**config.mk**
```make
export PLATFORM = sky130hd
export DESIGN_NAME = retire_unit
export DESIGN_NICKNAME = d
export VERILOG_FILES = /design/src/rtl/mips_pkg.sv /design/src/rtl/tag_status_table.sv /design/src/rtl/retire_unit.sv
export SDC_FILE = /design/constraint.sdc
export NUM_CORES = 1
export LEC_CHECK = 0
export CAP_MARGIN = 20
export CORE_MARGIN = 2
export CORE_UTILIZATION = 30
export DETAILED_ROUTE_END_ITERATION = 8
export GPL_TIMING_DRIVEN = 0
export HOLD_SLACK_MARGIN = 0.08
export PLACE_DENSITY = 0.46
export SLEW_MARGIN = 0
export SYNTH_ARGS = -nofsm -noshare
export SYNTH_HDL_FRONTEND = slang
export SYNTH_HIERARCHICAL = 1
export SYNTH_SLANG_ARGS = --single-unit
```
**constraint.sdc**
```tcl
create_clock -name clock -period 4 [get_ports clock]
set_input_delay 0.8 -clock clock [delete_from_list [all_inputs] [get_ports clock]]
set_output_delay 0.8 -clock clock [all_outputs]
set_load 0.02 [all_outputs]
```
**src/rtl/mips_pkg.sv**
```systemverilog
`default_nettype none
// ============================================================================
// mips_pkg : shared tag-width, hold-timer and retire-FSM definitions.  Rev 1.0
// ============================================================================
package mips_pkg;

    localparam int MIPS_TAG_W        = 5;
    localparam int MIPS_FLUSH_CYCLES = 4;
    localparam int HOLD_CNT_W        = 4;

    typedef enum logic [1:0] {
        RUN   = 2'd0,
        FLUSH = 2'd1,
        HOLD  = 2'd2
    } retire_state_e;

endpackage : mips_pkg
`default_nettype wire

```
**src/rtl/tag_status_table.sv**
```systemverilog
`default_nettype none
// ============================================================================
// tag_status_table : per-tag done/exc bits with head read port.  Rev 1.0
// Optional: RETIRE_CMPL_BYPASS_EN forwards a same-cycle completion to the head.
// ============================================================================
module tag_status_table
    import mips_pkg::*;
#(
    parameter int TAG_W = MIPS_TAG_W
) (
    input  logic             clock,
    input  logic             nreset,
    input  logic             set_en_i,
    input  logic [TAG_W-1:0] set_tag_i,
    input  logic             set_exc_i,
    input  logic             clr_en_i,
    input  logic [TAG_W-1:0] clr_tag_i,
    input  logic             clr_all_i,
    input  logic [TAG_W-1:0] head_tag_i,
    output logic             head_done_o,
    output logic             head_exc_o
);

    localparam int c_DEPTH = 2 ** TAG_W;

    logic [c_DEPTH-1:0] done_q, done_d;
    logic [c_DEPTH-1:0] exc_q,  exc_d;

    // Clear-one is applied after set so a retiring tag never keeps a stale bit.
    always_comb begin
        done_d = done_q;
        exc_d  = exc_q;
        if (clr_all_i) begin
            done_d = '0;
            exc_d  = '0;
        end else begin
            if (set_en_i) begin
                done_d[set_tag_i] = 1'b1;
                exc_d[set_tag_i]  = set_exc_i;
            end
            if (clr_en_i) begin
                done_d[clr_tag_i] = 1'b0;
                exc_d[clr_tag_i]  = 1'b0;
            end
        end
    end

    always_ff @(posedge clock or negedge nreset) begin
        if (!nreset) begin
            done_q <= '0;
            exc_q  <= '0;
        end else begin
            done_q <= done_d;
            exc_q  <= exc_d;
        end
    end

`ifdef RETIRE_CMPL_BYPASS_EN
    logic w_hit;
    assign w_hit       = set_en_i && (set_tag_i == head_tag_i);
    assign head_done_o = done_q[head_tag_i] | w_hit;
    assign head_exc_o  = w_hit ? set_exc_i : exc_q[head_tag_i];
`else
    assign head_done_o = done_q[head_tag_i];
    assign head_exc_o  = exc_q[head_tag_i];
`endif

endmodule : tag_status_table
`default_nettype wire

```
**src/rtl/retire_unit.sv**
```systemverilog
`default_nettype none
// ============================================================================
// retire_unit : in-order retire of queued tags with fault flush/hold.  Rev 1.0
// Optional: RETIRE_CMPL_BYPASS_EN (same-cycle completion bypass to head).
// ============================================================================
module retire_unit
    import mips_pkg::*;
#(
    parameter int TAG_W        = MIPS_TAG_W,
    parameter int FLUSH_CYCLES = MIPS_FLUSH_CYCLES,
    parameter int CNT_W        = 32
) (
    input  logic             clock,
    input  logic             nreset,
    input  logic             oq_empty,
    input  logic [TAG_W-1:0] oq_data,
    output logic             oq_rd_en,
    output logic             oq_clear,
    input  logic             cmpl_valid,
    input  logic [TAG_W-1:0] cmpl_tag,
    input  logic             cmpl_exc,
    input  logic             commit_stall,
    output logic             commit_valid,
    output logic [TAG_W-1:0] commit_tag,
    output logic             exc_valid,
    output logic [TAG_W-1:0] exc_tag,
    output logic             busy,
    output logic [CNT_W-1:0] retire_cnt
);

    localparam logic [HOLD_CNT_W-1:0] c_HOLD_INIT = HOLD_CNT_W'(FLUSH_CYCLES);
    localparam logic [HOLD_CNT_W-1:0] c_HOLD_ONE  = HOLD_CNT_W'(1);

    retire_state_e           state_q, state_d;
    logic [HOLD_CNT_W-1:0]   hold_q,  hold_d;

    logic                    commit_valid_q;
    logic [TAG_W-1:0]        commit_tag_q;
    logic                    exc_valid_q;
    logic [TAG_W-1:0]        exc_tag_q;
    logic                    oq_clear_q;
    logic [CNT_W-1:0]        retire_cnt_q;

    logic w_run;
    logic w_head_done;
    logic w_head_exc;
    logic w_head_ready;
    logic w_pop;
    logic w_fault;

    assign w_run        = (state_q == RUN);
    assign w_head_ready = w_run && !oq_empty && w_head_done && !commit_stall;
    assign w_pop        = w_head_ready && !w_head_exc;
    assign w_fault      = w_head_ready &&  w_head_exc;

    tag_status_table #(
        .TAG_W (TAG_W)
    ) u_table (
        .clock       (clock),
        .nreset      (nreset),
        .set_en_i    (w_run && cmpl_valid),
        .set_tag_i   (cmpl_tag),
        .set_exc_i   (cmpl_exc),
        .clr_en_i    (w_pop),
        .clr_tag_i   (oq_data),
        .clr_all_i   (state_q == FLUSH),
        .head_tag_i  (oq_data),
        .head_done_o (w_head_done),
        .head_exc_o  (w_head_exc)
    );

    always_ff @(posedge clock or negedge nreset) begin
        if (!nreset) begin
            state_q <= RUN;
            hold_q  <= '0;
        end else begin
            state_q <= state_d;
            hold_q  <= hold_d;
        end
    end

    always_comb begin
        state_d = state_q;
        hold_d  = hold_q;
        case (state_q)
            RUN: begin
                if (w_fault) state_d = FLUSH;
            end
            FLUSH: begin
                hold_d  = c_HOLD_INIT;
                state_d = HOLD;
            end
            HOLD: begin
                // Range-checked for <= 1 so a zero count can never stall here.
                if (hold_q <= c_HOLD_ONE) begin
                    hold_d  = '0;
                    state_d = RUN;
                end else begin
                    hold_d = hold_q - c_HOLD_ONE;
                end
            end
            default: begin
                hold_d  = '0;
                state_d = RUN;
            end
        endcase
    end

    always_ff @(posedge clock or negedge nreset) begin
        if (!nreset) begin
            commit_valid_q <= 1'b0;
            commit_tag_q   <= '0;
            exc_valid_q    <= 1'b0;
            exc_tag_q      <= '0;
            oq_clear_q     <= 1'b0;
            retire_cnt_q   <= '0;
        end else begin
            commit_valid_q <= w_pop;
            exc_valid_q    <= w_fault;
            oq_clear_q     <= w_fault;
            if (w_pop) begin
                commit_tag_q <= oq_data;
                retire_cnt_q <= retire_cnt_q + CNT_W'(1);
            end
            if (w_fault) exc_tag_q <= oq_data;
        end
    end

    assign oq_rd_en     = w_pop;
    assign oq_clear     = oq_clear_q;
    assign commit_valid = commit_valid_q;
    assign commit_tag   = commit_tag_q;
    assign exc_valid    = exc_valid_q;
    assign exc_tag      = exc_tag_q;
    assign busy         = !w_run;
    assign retire_cnt   = retire_cnt_q;

endmodule : retire_unit
`default_nettype wire

```
# After elaboration in Yosys (flattened, before gate mapping)
# Index checks and enable logic that the tools add are counted.
# word_totals
regBits	114
out_inout_bits	47
inputBits	16
# classes
mux	22
n_reduce_logical	14
order_cmp	5
n_eq_ne	4
bitwise	4
n_addsub	2
# op_table
operator	count
$mux W32	8
$and A32 B32 Y32	2
$add A32 B1 Y32 const B	1
$bwmux W32	1
$not A32 Y32	1
$or A32 B32 Y32	1
$lt A5 B6 Y1 const B	2
$pmux W4 S3	1
$bmux W1 S5	2
$demux W1 S5	2
$ge A5 B1 Y1 const B	2
$logic_and A1 B1 Y1	8
$pmux W2 S3	1
$le A4 B1 Y1 const B	1
$logic_not A1 Y1	4
$mux W1	4
$mux W2	2
$mux W4	1
$sub A4 B1 Y4 const B	1
$eq A2 B1 Y1 const B	1
$eq A2 B2 Y1 const B	1
$logic_not A2 Y1	1
$ne A2 B1 Y1 const B	1
$ne A2 B2 Y1 const B	1
$reduce_and A2 Y1	1

# Longest topological paths before layout
# Gate-level depths: netlist of run 1.
# logic_depth
ltp_word	10
ltp_mapped	14
ltp_nobuf	11

# Cells and area by module
# Netlist of run 1, hierarchy kept.
# by_module_without_submodules
module	instances	area_per_inst_um2	cells_each	seq_area_each_um2
tag_status_table	1	3593.4	382	1601.5
retire_unit	1	2434.8	198	1251.2

# Least setup slack after synthesis of run 1
# Ideal clock, no wire load.
# synth_path
path_kind	input port to flip-flop
startpoint	input port oq_data[1]
endpoint	register u_table.exc_q[8]
cell_stages	13
arrival_time_ps	3431
setup_slack_ps	422
setup_time_ps	147
n_path_buf	6
required_ps	3853
path_cell_list	buf_2 buf_6 buf_4 mux2i_1 a22oi_1 a31oi_1 o311ai_1 clkbuf_1 nor2_2 buf_4 nor3b_1 clkbuf_1 a221oi_1
# synth_between
word_cells_on_any_way	17
cone_classes	2 x order compare; 8 x mux; 2 x bitwise; 5 x reduce/logical
# synth_rtl
element	line	rtl
start: declaration	retire_unit.sv:16	input logic [TAG_W-1:0] oq_data,
$bmux W1 S5	tag_status_table.sv:65	assign head_exc_o = exc_q[head_tag_i];
$mux W1 (implied by the code)	tag_status_table.sv:65	
net w_head_exc	retire_unit.sv:46	logic w_head_exc;
$logic_not A1 Y1	retire_unit.sv:53	assign w_pop = w_head_ready && !w_head_exc;
$logic_and A1 B1 Y1	retire_unit.sv:53	
net oq_rd_en	retire_unit.sv:17	output logic oq_rd_en,
$mux W32	tag_status_table.sv:41	if (clr_en_i) begin
$mux W32	tag_status_table.sv:33	if (clr_all_i) begin
net u_table.exc_d[8]	tag_status_table.sv:27	logic [c_DEPTH-1:0] exc_q, exc_d;
end signal: assignment	tag_status_table.sv:51	exc_q <= '0;
end signal: assignment	tag_status_table.sv:54	exc_q <= exc_d;
end: declaration	tag_status_table.sv:27	
# The timed path passes the listed nets, and every way through them passes these cells. The select of a mux whose other input is x is not followed.
# A chain may end at the register's enable or synchronous reset.

# Final worst setup path of run 1
# layout_path
startpoint	input port oq_data[1]
endpoint	output port oq_rd_en
# layout_between
elab_chain_cells	5
word_cells_on_any_way	8
cone_classes	4 x mux; 4 x reduce/logical
# layout_rtl
element	line	rtl
$bmux W1 S5	tag_status_table.sv:64	assign head_done_o = done_q[head_tag_i];
$mux W1 (implied by the code)	tag_status_table.sv:64	
net w_head_done	retire_unit.sv:45	logic w_head_done;
$logic_and A1 B1 Y1 (2 in series)	retire_unit.sv:52	assign w_head_ready = w_run && !oq_empty && w_head_done && !commit_stall;
$logic_and A1 B1 Y1	retire_unit.sv:53	
end: declaration	retire_unit.sv:17	
# The timed path passes the listed nets, and every way through them passes these cells. The select of a mux whose other input is x is not followed.

==> results of run 1 <==
power by group:
part	internal [uW]	switching [uW]	total (uW)
sequential	1270	83.0	1350
clock	1000	583	1590
combinational	366	549	915
total	2640	1220	3860
sequential cells by signal, indices dropped and copies added, names as in the netlist:
| signal | count |
|---|---|
| oq_clear | 1 |
| u_table/done_q | 32 |
| commit_valid | 1 |
| retire_cnt | 32 |
| commit_tag | 5 |
| exc_tag | 5 |
| hold_q | 4 |
| u_table/exc_q | 32 |
| state_q | 2 |
layout make-up:
cell class	instances	area, um^2
plain buffers	36	220
clock buffers	18	439
clock inverters	14	180
fillers	1978	11800
inverters	10	37.5
multi-input cells	419	3020
flip-flops and latches	114	2850
well taps	265	332
repair buffers	67	666
worst paths after layout:
kind | startpoint | to | slack [ns] | depth (start not counted)
max reg2reg | u_table/exc_q[10]$_DFF_PN0_ | u_table/exc_q[21]$_DFF_PN0_ | 0.79 | 12
min in group clock | retire_cnt[31]$_DFFE_PN0P_ | retire_cnt[31]$_DFFE_PN0P_ | 0.47 | 1
max in group asynchronous | nreset | u_table/exc_q[7]$_DFF_PN0_ | 2.97 | 2
min | nreset | retire_cnt[10]$_DFFE_PN0P_ | 0.31 | 1
max | oq_data[1] | oq_rd_en | 0.13 | 12
min reg2reg | retire_cnt[31]$_DFFE_PN0P_ | retire_cnt[31]$_DFFE_PN0P_ | 0.47 | 1
synthesized netlist by cell type, drive strengths merged, types with 4 or more instances:
master	n
dfrtp	114
nor2	67
nand2	52
o21ai	34
mux2i	32
a211oi	24
a221oi	24
clkbuf	24
xnor2	22
nand4	18
a22oi	14
buf	13
mux2	13
and3	11
a21oi	10
inv	10
nand3	10
xor2	9
a21boi	8
o21a	8
ha	7
nor3	6
nand3b	5
and4	4
nor3b	4
nor4	4
cell families (layout without fill, tap and decap cells):
| logic type | after synthesis | after routing | share of synthesized area [%] |
|---|---|---|---|
| flip-flops | 114 | 114 | 47.3 |
| AO/OA/AOI/OAI | 133 | 133 | 15.4 |
| adder cells (fa/ha/maj) | 7 | 7 | 1.45 |
| AND/OR/NAND/NOR | 203 | 203 | 19.7 |
| multiplexers | 45 | 45 | 7.74 |
| buffers and inverters | 47 | 145 | 3.84 |
| XOR/XNOR | 31 | 31 | 4.50 |
repair_timing:
action                                 in CTS  in global routing
setup buffers                               1                  3
cloned                                      0                  0
endpoints found under the hold margin       0                  0
gates resized for setup                    29                 16
setup endpoints to repair                  74                 41
pin swaps                                   3                  2
through the flow:
step                total power [uW]  worst slack [ns]  cell area, um^2  setup TNS (ns)  std cells
global route                    4050           -0.0162             7740         -0.0197        943
CTS                             3900           0.00453             7690               0        940
global placement                2260             -2.56             6980         -400.10        907
finish                          3860             0.129             7740               0        943
floorplan                       1880             0.422             6030               0        580
detailed placement              2280             -1.95             7010         -110.70        908
per-layer routing:
metal	up-vias	GRT usage (%)	part of all wire (%)
li1	2307	-	-
met1	2479	24.0	45
met3	21	3.76	5.7
met5	-	0	0
met2	161	29.0	48
met4	0	6.13	1.3
==> results.md, run 1 <==
- The flow ran to the end, and the final reports show no timing, DRC or antenna violations.
- The initial utilization of the core area, before any placement, comes to a little under a third.
- The reported leakage power is roughly 0.0032 uW.
- In this run the deepest clock path goes through 2 buffers.
- On the final layout, the worst clock skew is approximately 0.0093 ns.
- The post-synthesis area per instance is ~10 um^2.
- The floorplan step defined a die boundary enclosing roughly 0.021 mm^2.
- The commonest non-fill, non-tap cell in the layout is sky130_fd_sc_hd__dfrtp_1.
- The last weighted congestion value of the routability-driven placer is slightly above 0.8.
- The number of nets handed over by synthesis was about 600.
- Based on the critical path, the design can be clocked at up to 258 MHz.
- At the worst endpoint, the required time is around 3.2 ns.
- In this run the power density over the cells is between 400 and 500 mW/mm^2.
- The number of enable flip-flop cells after synthesis is 0.
- The number of port buffers is 62.
- The kind of start point of the critical path is a primary input.
- The tightest min-delay check is of the in2async type.
- On the critical path, the stage with the largest delay is an instance of sky130_fd_sc_hd__clkdlybuf4s15_2.
- The count of buffering cells on the critical path with inverters included is 6.
- The worst-case IR drop observed on VDD is approximately 360 uV.
- Entering global routing, the biggest net connects 72 pins.
- The minimum clock period is about 3.9 ns.
- The horizontal die dimension is around 150 um.
- The total standard cell area after synthesis is roughly 0.006 mm^2.
- The aggregate routed wire length is about 18000 um.
- The number of clock sinks seen by CTS is roughly 110.
- The endpoint kind of the worst setup timing path is an output pin.
- TritonCTS built the clock tree.
- The number of top-level design ports is 63.
- The most numerous cell type found on the critical path is sky130_fd_sc_hd__buf_8.
- The initial antenna violation count is 0.
- Traced cell by cell, the critical path runs through clkbuf_4, buf_4, buf_8, buf_8, mux2i_1, a22oi_1, nand4b_1, o311ai_4, nand4bb_4, nor2_4, buf_8, clkdlybuf4s15_2.
- Synthesis produced 580 cells.
- The cell taking the most area after synthesis is sky130_fd_sc_hd__dfrtp_1.
- After the first detailed-routing iteration, the DRC count stood at between 200 and 250.
- The number of levels the H-tree was split into is 4.
- Clock-pin slew was measured on the worst setup and hold paths at 0.06 ns.
- The signed area change from the synthesized netlist to the final layout is 28.5%.
- The insertion delay to the later sink of the worst-skew pair is 0.41 ns.
- The detail route stage leaves a number of antenna-violating nets equal to 0.
- Setup violations remaining at the end of the flow were counted as 0.
- The HPWL after detailed placement is about 12000 um.
- The startpoint-to-endpoint class of the critical path is in2out.
- The largest incremental delay on the critical path is between 0.2 and 0.3 ns.
- The core utilization of the finished layout is 39.5%.
- Across all layers, the routed design uses a little under 5k vias.
- In this design, the largest share of critical-path delay is due to buffers and inverters.
- Among all flip-flop cells after synthesis, the most frequent one is sky130_fd_sc_hd__dfrtp_1.
- The top cell types in the final layout, fill and taps aside, are 114 x sky130_fd_sc_hd__dfrtp_1, 55 x sky130_fd_sc_hd__clkdlybuf4s50_1, 51 x sky130_fd_sc_hd__nand2_1, 51 x sky130_fd_sc_hd__nor2_1, 34 x sky130_fd_sc_hd__o21ai_0.
- Across the run, the number of max-cap violations was 0.
- In this run the worst path has a maximum fanout of 15.
- The sequential-to-total area share from yosys stat is 47.3%.
- The hold buffer count at cts is 0.
- 0 antenna diodes ended up in the layout.
- Counting flops and latches in the post-synthesis netlist gives around 110.
- The DRC violation count after routing is 0.
- The first TritonRoute pass finished after 5 iterations.
- For the pin with the worst max-slew slack, the measured transition is 0.898 ns.
- Data arrives at the worst endpoint at roughly 3 ns.
- The count of different cell masters after synthesis is 62.
- The proportion of netlist area held by the largest area contributor is 47.3%.
- The remaining global-route overflow is 0.
- The number of global-route vias before repair is a little over 5k.
- In this run, CTS created clock tree buffers numbering 17.
- The CTS root buffer is sky130_fd_sc_hd__clkbuf_16.
- The final worst hold slack is between 0.3 and 0.4 ns.
- The die is between 100 and 150 um tall.
- The final count of hold timing violations is 0.
- Row generation in the floorplan step produced 51 rows.
- Dividing the detail-routed wire length by the instance count gives ~20 um.
- The relative slew slack is 39.7%.
- The all-layer global routing usage is 17.9%.
- After the last flow step, the layout net total stands at a little under 700.
- The number of max-slew violations in the final report came to 0.
- After detailed routing, the number of vias per cell comes to approximately 5.3.
- Of the cells placed in the final design, the portion with a size suffix greater than 1 is 17.0%.
- Ranked by total cell area, the synthesized netlist is headed by sky130_fd_sc_hd__dfrtp_1 47%, sky130_fd_sc_hd__mux2i_1 5.3%, sky130_fd_sc_hd__a221oi_1 3.3%, sky130_fd_sc_hd__nor2_1 3.2%, sky130_fd_sc_hd__xnor2_1 3.2%.
- In the synthesized netlist the async set-or-reset flop fraction comes to 100%.
- The total area inside the core boundary comes to 0.0196 mm^2.
- The first global-routing pass estimated between 20000 and 30000 um of wire.
- The number of synthesis warnings is 6.
- The portion of the clock cycle consumed by the worst path in the final layout is a little over nine tenths.
No activity file was read; power rests on OpenSTA's default activity.
==> inputs of run 2 (changes only) <==
--- a/config.mk
+++ b/config.mk
@@ -12,6 +12,7 @@
 export GPL_TIMING_DRIVEN = 0
 export HOLD_SLACK_MARGIN = 0.08
 export PLACE_DENSITY = 0.46
+export REMOVE_ABC_BUFFERS = 1
 export SLEW_MARGIN = 0
 export SYNTH_ARGS = -nofsm -noshare
 export SYNTH_HDL_FRONTEND = slang
==> results.md, run 2 (synthesis results as in run 1) <==
- The average wire per cell in the routed design is 18.9 um (-3.6%).
- The share of final-layout standard cells stronger than drive strength 1 was 15.5% (-1.5 points).
- The clock transition at the registers of the reported paths came to 0.06 ns (about the same).
- The number of top-level design ports is 63 (unchanged).
- The count of routing violations after the opening detailed-route iteration was 313 (+46%).
- The number of nets in the layout is 658 (-4.4%).
- The reported leakage power is 0.00313 uW (-2.2%).
- The total instance count after detailed placement is 877 (-3.4%).
- The number of port buffers came to 62 (unchanged).
- The worst setup path is captured at an output pin.
- The all-layer global routing usage is 16.5% (-1.4 points).
- The highest clock frequency the design can meet is 266 MHz (+2.8%).
- The placed wire-length estimate after detailed placement is 11300 um (-9.2%).
- The type of the worst min-delay path is in2async.
- The minimum clock period is 3.77 ns (-0.105 ns).
- The aggregate routed wire length is 17200 um (-6.9%).
- The number of search-and-repair iterations in the first detailed-routing pass is 5 (unchanged).
- The number of clock sinks seen by CTS is 114 (unchanged).
- The remaining global-route overflow is 0 (unchanged).
- The insertion delay to the later sink of the worst-skew pair came to 0.41 ns (about the same).
- The count of vias placed by the detailed router is 4768 (-4.0%).
- The kind of start point of the critical path is a primary input.
- In the layout the commonest cells are 114 x sky130_fd_sc_hd__dfrtp_1, 55 x sky130_fd_sc_hd__clkdlybuf4s50_1, 51 x sky130_fd_sc_hd__nand2_1, 51 x sky130_fd_sc_hd__nor2_1, 34 x sky130_fd_sc_hd__o21ai_0.
- The global-route wire length before repair is 27600 um (-6.7%).
- The number of antenna-violating nets in the routed design is 0 (unchanged).
- Compared with the post-synthesis result, the final layout area differs by 25.3%.
- The maximum vdd ir drop is 231 uV (-37%).
- The last weighted congestion value of the routability-driven placer is 0.777 (-6.1%).
- The run finished with clean final reports.
- The number of setup violations in the final report is 0 (unchanged).
- The antenna diode count was 0 (unchanged).
- The number of vias per cell is 5.23 (-0.65%).
- The maximum number of buffers from clock root to sink is 2 (unchanged).
- The arrival time at the worst endpoint is 2.97 ns (-0.10 ns).
- The CTS root buffer is sky130_fd_sc_hd__clkbuf_16.
- The number of levels the H-tree was split into is 4 (unchanged).
- The area enclosed by the die boundary is 0.0212 mm^2 (unchanged).
- The DRC violation count after routing is 0 (unchanged).
- The portion of the clock cycle consumed by the worst path in the final layout is 94.2% (-2.6 points).
- TritonCTS built the clock tree.
- The y dimension of the die was 146 um (unchanged).
- The area of the core was 0.0196 mm^2 (unchanged).
- The number of filler instances in the final layout came to 1936 (-2.1%).
- The number of global-route vias before repair was 4900 (-4.1%).
- The maximum fanout along the worst path was 17 (+2).
- The largest incremental delay on the critical path is 0.73 ns (+0.45 ns).
- The horizontal die dimension was 146 um (unchanged).
- The pin count of the biggest net entering global routing is 97 (+35%).
- The worst clock skew is 0.00969 ns (+0.000439 ns).
- The relative slew slack is 36.4% (-3.3 points).
- Leaving out fill and tap cells, the most frequent cell in the layout is sky130_fd_sc_hd__dfrtp_1.
- The total negative setup slack is 0 ns (unchanged).
- The endpoint required time on the critical path is 3.20 ns (about the same).
- The smallest setup slack after layout came to 0.234 ns (+0.105 ns).
- The area taken by multi-input logic gates is 0.00302 mm^2 (+0.21%).
- The largest individual stage delay along the critical path comes from the cell sky130_fd_sc_hd__clkdlybuf4s15_1.
- The worst setup slack before clock tree synthesis is -1.84 ns (+0.110 ns).
- The number of max-slew violations in the final report is 0 (unchanged).
- The initial antenna violation count is 0 (unchanged).
- The critical path goes through clkdlybuf4s15_1, and4b_1, a31oi_1, o311ai_2, buf_2, nor2_4, dlygate4sd2_1.
- The count of max-cap constraint violations is 0 (unchanged).
- The number of buffers inserted during clock tree synthesis is 17 (unchanged).
- The actual slew at the worst max-slew pin is 0.952 ns (+0.0540 ns).
- The final non-filler cell total is 911 (-3.4%).
- The initial core utilization is 30.8% (unchanged).
- The number of cell rows is 51 (unchanged).
- The power per standard cell area is 487 mW/mm^2 (-2.3%).
- Setup repair after global routing left no endpoint under its margin.
- The final count of hold timing violations was 0 (unchanged).
- The sequential standard cell area is 0.00285 mm^2 (unchanged).
- The overall power after layout is 3680 uW (-4.7%).
- The startpoint-to-endpoint class of the critical path is in2out.
run 2: cell type report:
cell class | count | area share [%]
repair buffers | 72 | 9.95
clock buffers | 18 | 5.81
inverters | 10 | 0.497
well taps | 265 | 4.39
multi-input cells | 420 | 40.0
clock inverters | 12 | 1.56
flip-flops and latches | 114 | 37.8
run 2: metrics by stage:
| stage | hold slack, ns | utilization (%) | area, um^2 |
|---|---|---|---|
| after detailed placement | 0.468 | 35.2 | 6900 |
| after CTS | 0.220 | 38.6 | 7550 |
| after global routing | 0.224 | 38.6 | 7550 |
| after global placement | 0.460 | 34.6 | 6790 |
| after floorplan | 0.463 | - | 5830 |
| final | 0.227 | 38.6 | 7550 |
run 2: what timing repair did:
item,4_1_cts,5_1_grt
setup endpoints to repair,87,0
buffers inserted,3,0
gates resized for setup,28,0
hold buffers,0,0
run 2: where the power goes:
| group | switching (uW) | internal [uW] | total [uW] | leakage (uW) |
|---|---|---|---|---|
| logic | 516 | 365 | 881 | 0.00129 |
| registers | 82.9 | 1270 | 1350 | 0.00157 |
| clock network | 524 | 915 | 1440 | 0.000273 |
| total | 1120 | 2550 | 3680 | 0.00313 |
run 2: per-layer routing:
layer  routed length, um  track usage (%)
met5                   0                0
met2                8120             26.4
met4                 260             5.44
met3                 748             3.45
met1                8050             22.4
run 2: path summary, 6_finish.rpt:
kind                                            start                          end  slack, ns  cells after the start
setup / recovery                           oq_data[4]                     oq_rd_en       0.23                      7
max in group asynchronous                      nreset    retire_cnt[7]$_DFFE_PN0P_       3.03                      2
min in group clock         retire_cnt[31]$_DFFE_PN0P_   retire_cnt[31]$_DFFE_PN0P_       0.48                      1
hold / removal                                 nreset  u_table/exc_q[18]$_DFF_PN0_       0.23                      1
hold reg to reg            retire_cnt[31]$_DFFE_PN0P_   retire_cnt[31]$_DFFE_PN0P_       0.48                      1
setup reg to reg           u_table/exc_q[8]$_DFF_PN0_   u_table/exc_q[5]$_DFF_PN0_       0.87                     11
run 2: critical path, delay by kind of cell:
kind | cells | cell delay [ns]
buffers and inverters | 3 | 1.33
AOI/OAI and AO/OA | 2 | 0.42
and+or+nand+nor | 2 | 0.40
==> inputs of run 3 (changes only) <==
--- a/config.mk
+++ b/config.mk
@@ -5,7 +5,7 @@
 export SDC_FILE = /design/constraint.sdc
 export NUM_CORES = 1
 export LEC_CHECK = 0
-export CAP_MARGIN = 20
+export CAP_MARGIN = 0
 export CORE_MARGIN = 2
 export CORE_UTILIZATION = 30
 export DETAILED_ROUTE_END_ITERATION = 8
==> results.md, run 3 (synthesis results as in run 1) <==
- The flow ran to the end, and the final reports show no timing, DRC or antenna violations.
- The reported leakage power is 0.00310 uW (-0.86%).
- The number of antenna-violating nets in the routed design is 0 (unchanged).
- The portion of the clock cycle consumed by the worst path in the final layout came to 95.5% (+1.4 points).
- The all-layer global routing usage came to 16.5% (+0.023 points).
- In this run the worst setup path begins at oq_data[1].
- The number of cell rows is 51 (unchanged).
- The global-route wire length before repair is 27300 um (-0.90%).
- The number of vias per cell was 5.29 (+1.1%).
- The worst setup path is launched from a primary input.
- The placed wire-length estimate after detailed placement was 11100 um (-2.4%).
- The beginning of the worst register-to-register path is u_table/done_q[5]$_DFF_PN0_.
- The maximum fanout along the worst path is 22 (+5).
- The number of clock sinks seen by CTS is 114 (unchanged).
- The number of top-level design ports is 63 (unchanged).
- The number of search-and-repair iterations in the first detailed-routing pass is 5 (unchanged).
- The worst clock skew came to 0.0112 ns (+0.00153 ns).
- The count of routing violations after the opening detailed-route iteration is 383 (+22%).
- The minimum clock period is 3.82 ns (+0.0543 ns).
- The critical path is of the in2out type.
- The clock transition at the registers of the reported paths is 0.06 ns (about the same).
- The actual slew at the worst max-slew pin is 1.35 ns (+0.400 ns).
- The hold buffer count at cts is 0 (unchanged).
- The area enclosed by the die boundary is 0.0212 mm^2 (unchanged).
- The final non-filler cell total came to 906 (-0.55%).
- The DRC violation count after routing is 0 (unchanged).
- The power per standard cell area is 499 mW/mm^2 (+2.5%).
- The average wire per cell in the routed design is 18.9 um (about the same).
- The antenna diode count is 0 (unchanged).
- The area of the core is 0.0196 mm^2 (unchanged).
- TritonCTS built the clock tree.
- The final count of hold timing violations is 0 (unchanged).
- The initial antenna violation count was 0 (unchanged).
- The maximum number of buffers from clock root to sink is 2 (unchanged).
- The number of global-route vias before repair was 4867 (-0.67%).
- The worst setup slack before clock tree synthesis was -2.08 ns (-0.240 ns).
- The last weighted congestion value of the routability-driven placer is 0.777 (unchanged).
- The overall power after layout is 3750 uW (+1.9%).
- Setup repair after global routing left no endpoint under its margin.
- The aggregate routed wire length is 17100 um (-0.57%).
- Compared with the post-synthesis result, the final layout area differs by 24.7%.
- The endpoint required time on the critical path is 3.20 ns (about the same).
- The arrival time at the worst endpoint is 3.02 ns (+0.05 ns).
- The initial core utilization is 30.8% (unchanged).
- The maximum vdd ir drop is 226 uV (-1.9%).
- The highest clock frequency the design can meet is 262 MHz (-1.4%).
- The total instance count after detailed placement is 874 (-0.34%).
- The remaining global-route overflow is 0 (unchanged).
- The number of max-slew violations in the final report is 0 (unchanged).
- The number of filler instances in the final layout is 1924 (-0.62%).
- The type of the worst min-delay path is in2async.
- The share of final-layout standard cells stronger than drive strength 1 was 14.8% (-0.66 points).
- The smallest setup slack after layout was 0.180 ns (-0.0543 ns).
- The count of vias placed by the detailed router is 4793 (+0.52%).
- The number of setup violations in the final report is 0 (unchanged).
- The number of port buffers is 62 (unchanged).
- In the layout the commonest cells are 114 x sky130_fd_sc_hd__dfrtp_1, 55 x sky130_fd_sc_hd__clkdlybuf4s50_1, 51 x sky130_fd_sc_hd__nand2_1, 51 x sky130_fd_sc_hd__nor2_1, 34 x sky130_fd_sc_hd__o21ai_0.
- The insertion delay to the later sink of the worst-skew pair was 0.42 ns (about the same).
- The number of nets in the layout came to 653 (-0.76%).
- The total negative setup slack came to 0 ns (unchanged).
- The y dimension of the die is 146 um (unchanged).
- The relative slew slack is 9.61% (-27 points).
- The worst setup path is captured at an output pin.
- The horizontal die dimension is 146 um (unchanged).
- In this run the clock root is driven by a sky130_fd_sc_hd__clkbuf_16.
- Leaving out fill and tap cells, the most frequent cell in the layout is sky130_fd_sc_hd__dfrtp_1.
- The count of max-cap constraint violations is 0 (unchanged).
- The number of buffers inserted during clock tree synthesis is 17 (unchanged).
- The number of levels the H-tree was split into is 4 (unchanged).
- The pin count of the biggest net entering global routing is 97 (unchanged).
==> run 3: final cells by class <==
cell class | instances | area [um^2] | area share, %
Clock buffer | 20 | 457 | 6.08
Timing Repair Buffer | 67 | 694 | 9.24
Tap cell | 265 | 332 | 4.41
Multi-Input combinational cell | 420 | 3010 | 40.0
Clock inverter | 10 | 135 | 1.80
Inverter | 10 | 37.5 | 0.499
Sequential cell | 114 | 2850 | 38.0
==> run 3: per-stage QoR <==
stage / util (%) / hold slack (ns) / cell area (um^2)
final: 38.4 / 0.218 / 7520
after global routing: 38.4 / 0.211 / 7520
after CTS: 38.4 / 0.208 / 7520
after detailed placement: 35.1 / 0.468 / 6870
after global placement: 34.6 / 0.460 / 6790
after floorplan: - / 0.463 / 5830
==> run 3: layer usage <==
layer / vias to the layer above / GRT usage, % / wire length (um) / part of all wire [%]
met5: - / 0 / 0 / 0
met4: 0 / 7.01 / 351 / 2.1
met3: 26 / 3.04 / 725 / 4.2
met2: 127 / 26.0 / 7990 / 47
met1: 2391 / 22.4 / 8010 / 47
li1: 2249 / - / - / -
==> run 3: critical path, stage by stage <==
cell and delay (ns):
sky130_fd_sc_hd__buf_4 0.28, sky130_fd_sc_hd__buf_12 0.25, sky130_fd_sc_hd__mux2i_1 0.11, sky130_fd_sc_hd__a22oi_1 0.23, sky130_fd_sc_hd__and4b_1 0.25, sky130_fd_sc_hd__a31oi_1 0.07, sky130_fd_sc_hd__o311ai_2 0.13, sky130_fd_sc_hd__nand4bb_2 0.28
sky130_fd_sc_hd__nor2_2 0.24, sky130_fd_sc_hd__dlygate4sd2_1 0.37
==> run 3: report_power, final <==
| group | internal, uW | switching [uW] |
|---|---|---|
| Sequential | 1270 | 82.8 |
| Combinational | 359 | 510 |
| Clock | 999 | 525 |
==> run 3: worst paths after layout <==
| kind | to | slack, ns | cells after the start |
|---|---|---|---|
| setup / recovery | oq_rd_en | 0.18 | 10 |
| hold / removal | u_table/done_q[18]$_DFF_PN0_ | 0.22 | 1 |
| setup reg to reg | u_table/exc_q[18]$_DFF_PN0_ | 0.79 | 11 |
| hold reg to reg | retire_cnt[31]$_DFFE_PN0P_ | 0.48 | 1 |
| max in group asynchronous | retire_cnt[0]$_DFFE_PN0P_ | 3.03 | 2 |
| min in group clock | retire_cnt[31]$_DFFE_PN0P_ | 0.48 | 1 |
==> run 3: what timing repair did <==
item	CTS	global route
pin swaps	1	0
buffers inserted	1	0
endpoints found under the setup margin	90	1
resized for setup	25	1
hold endpoints to repair	0	0
cloned	1	0
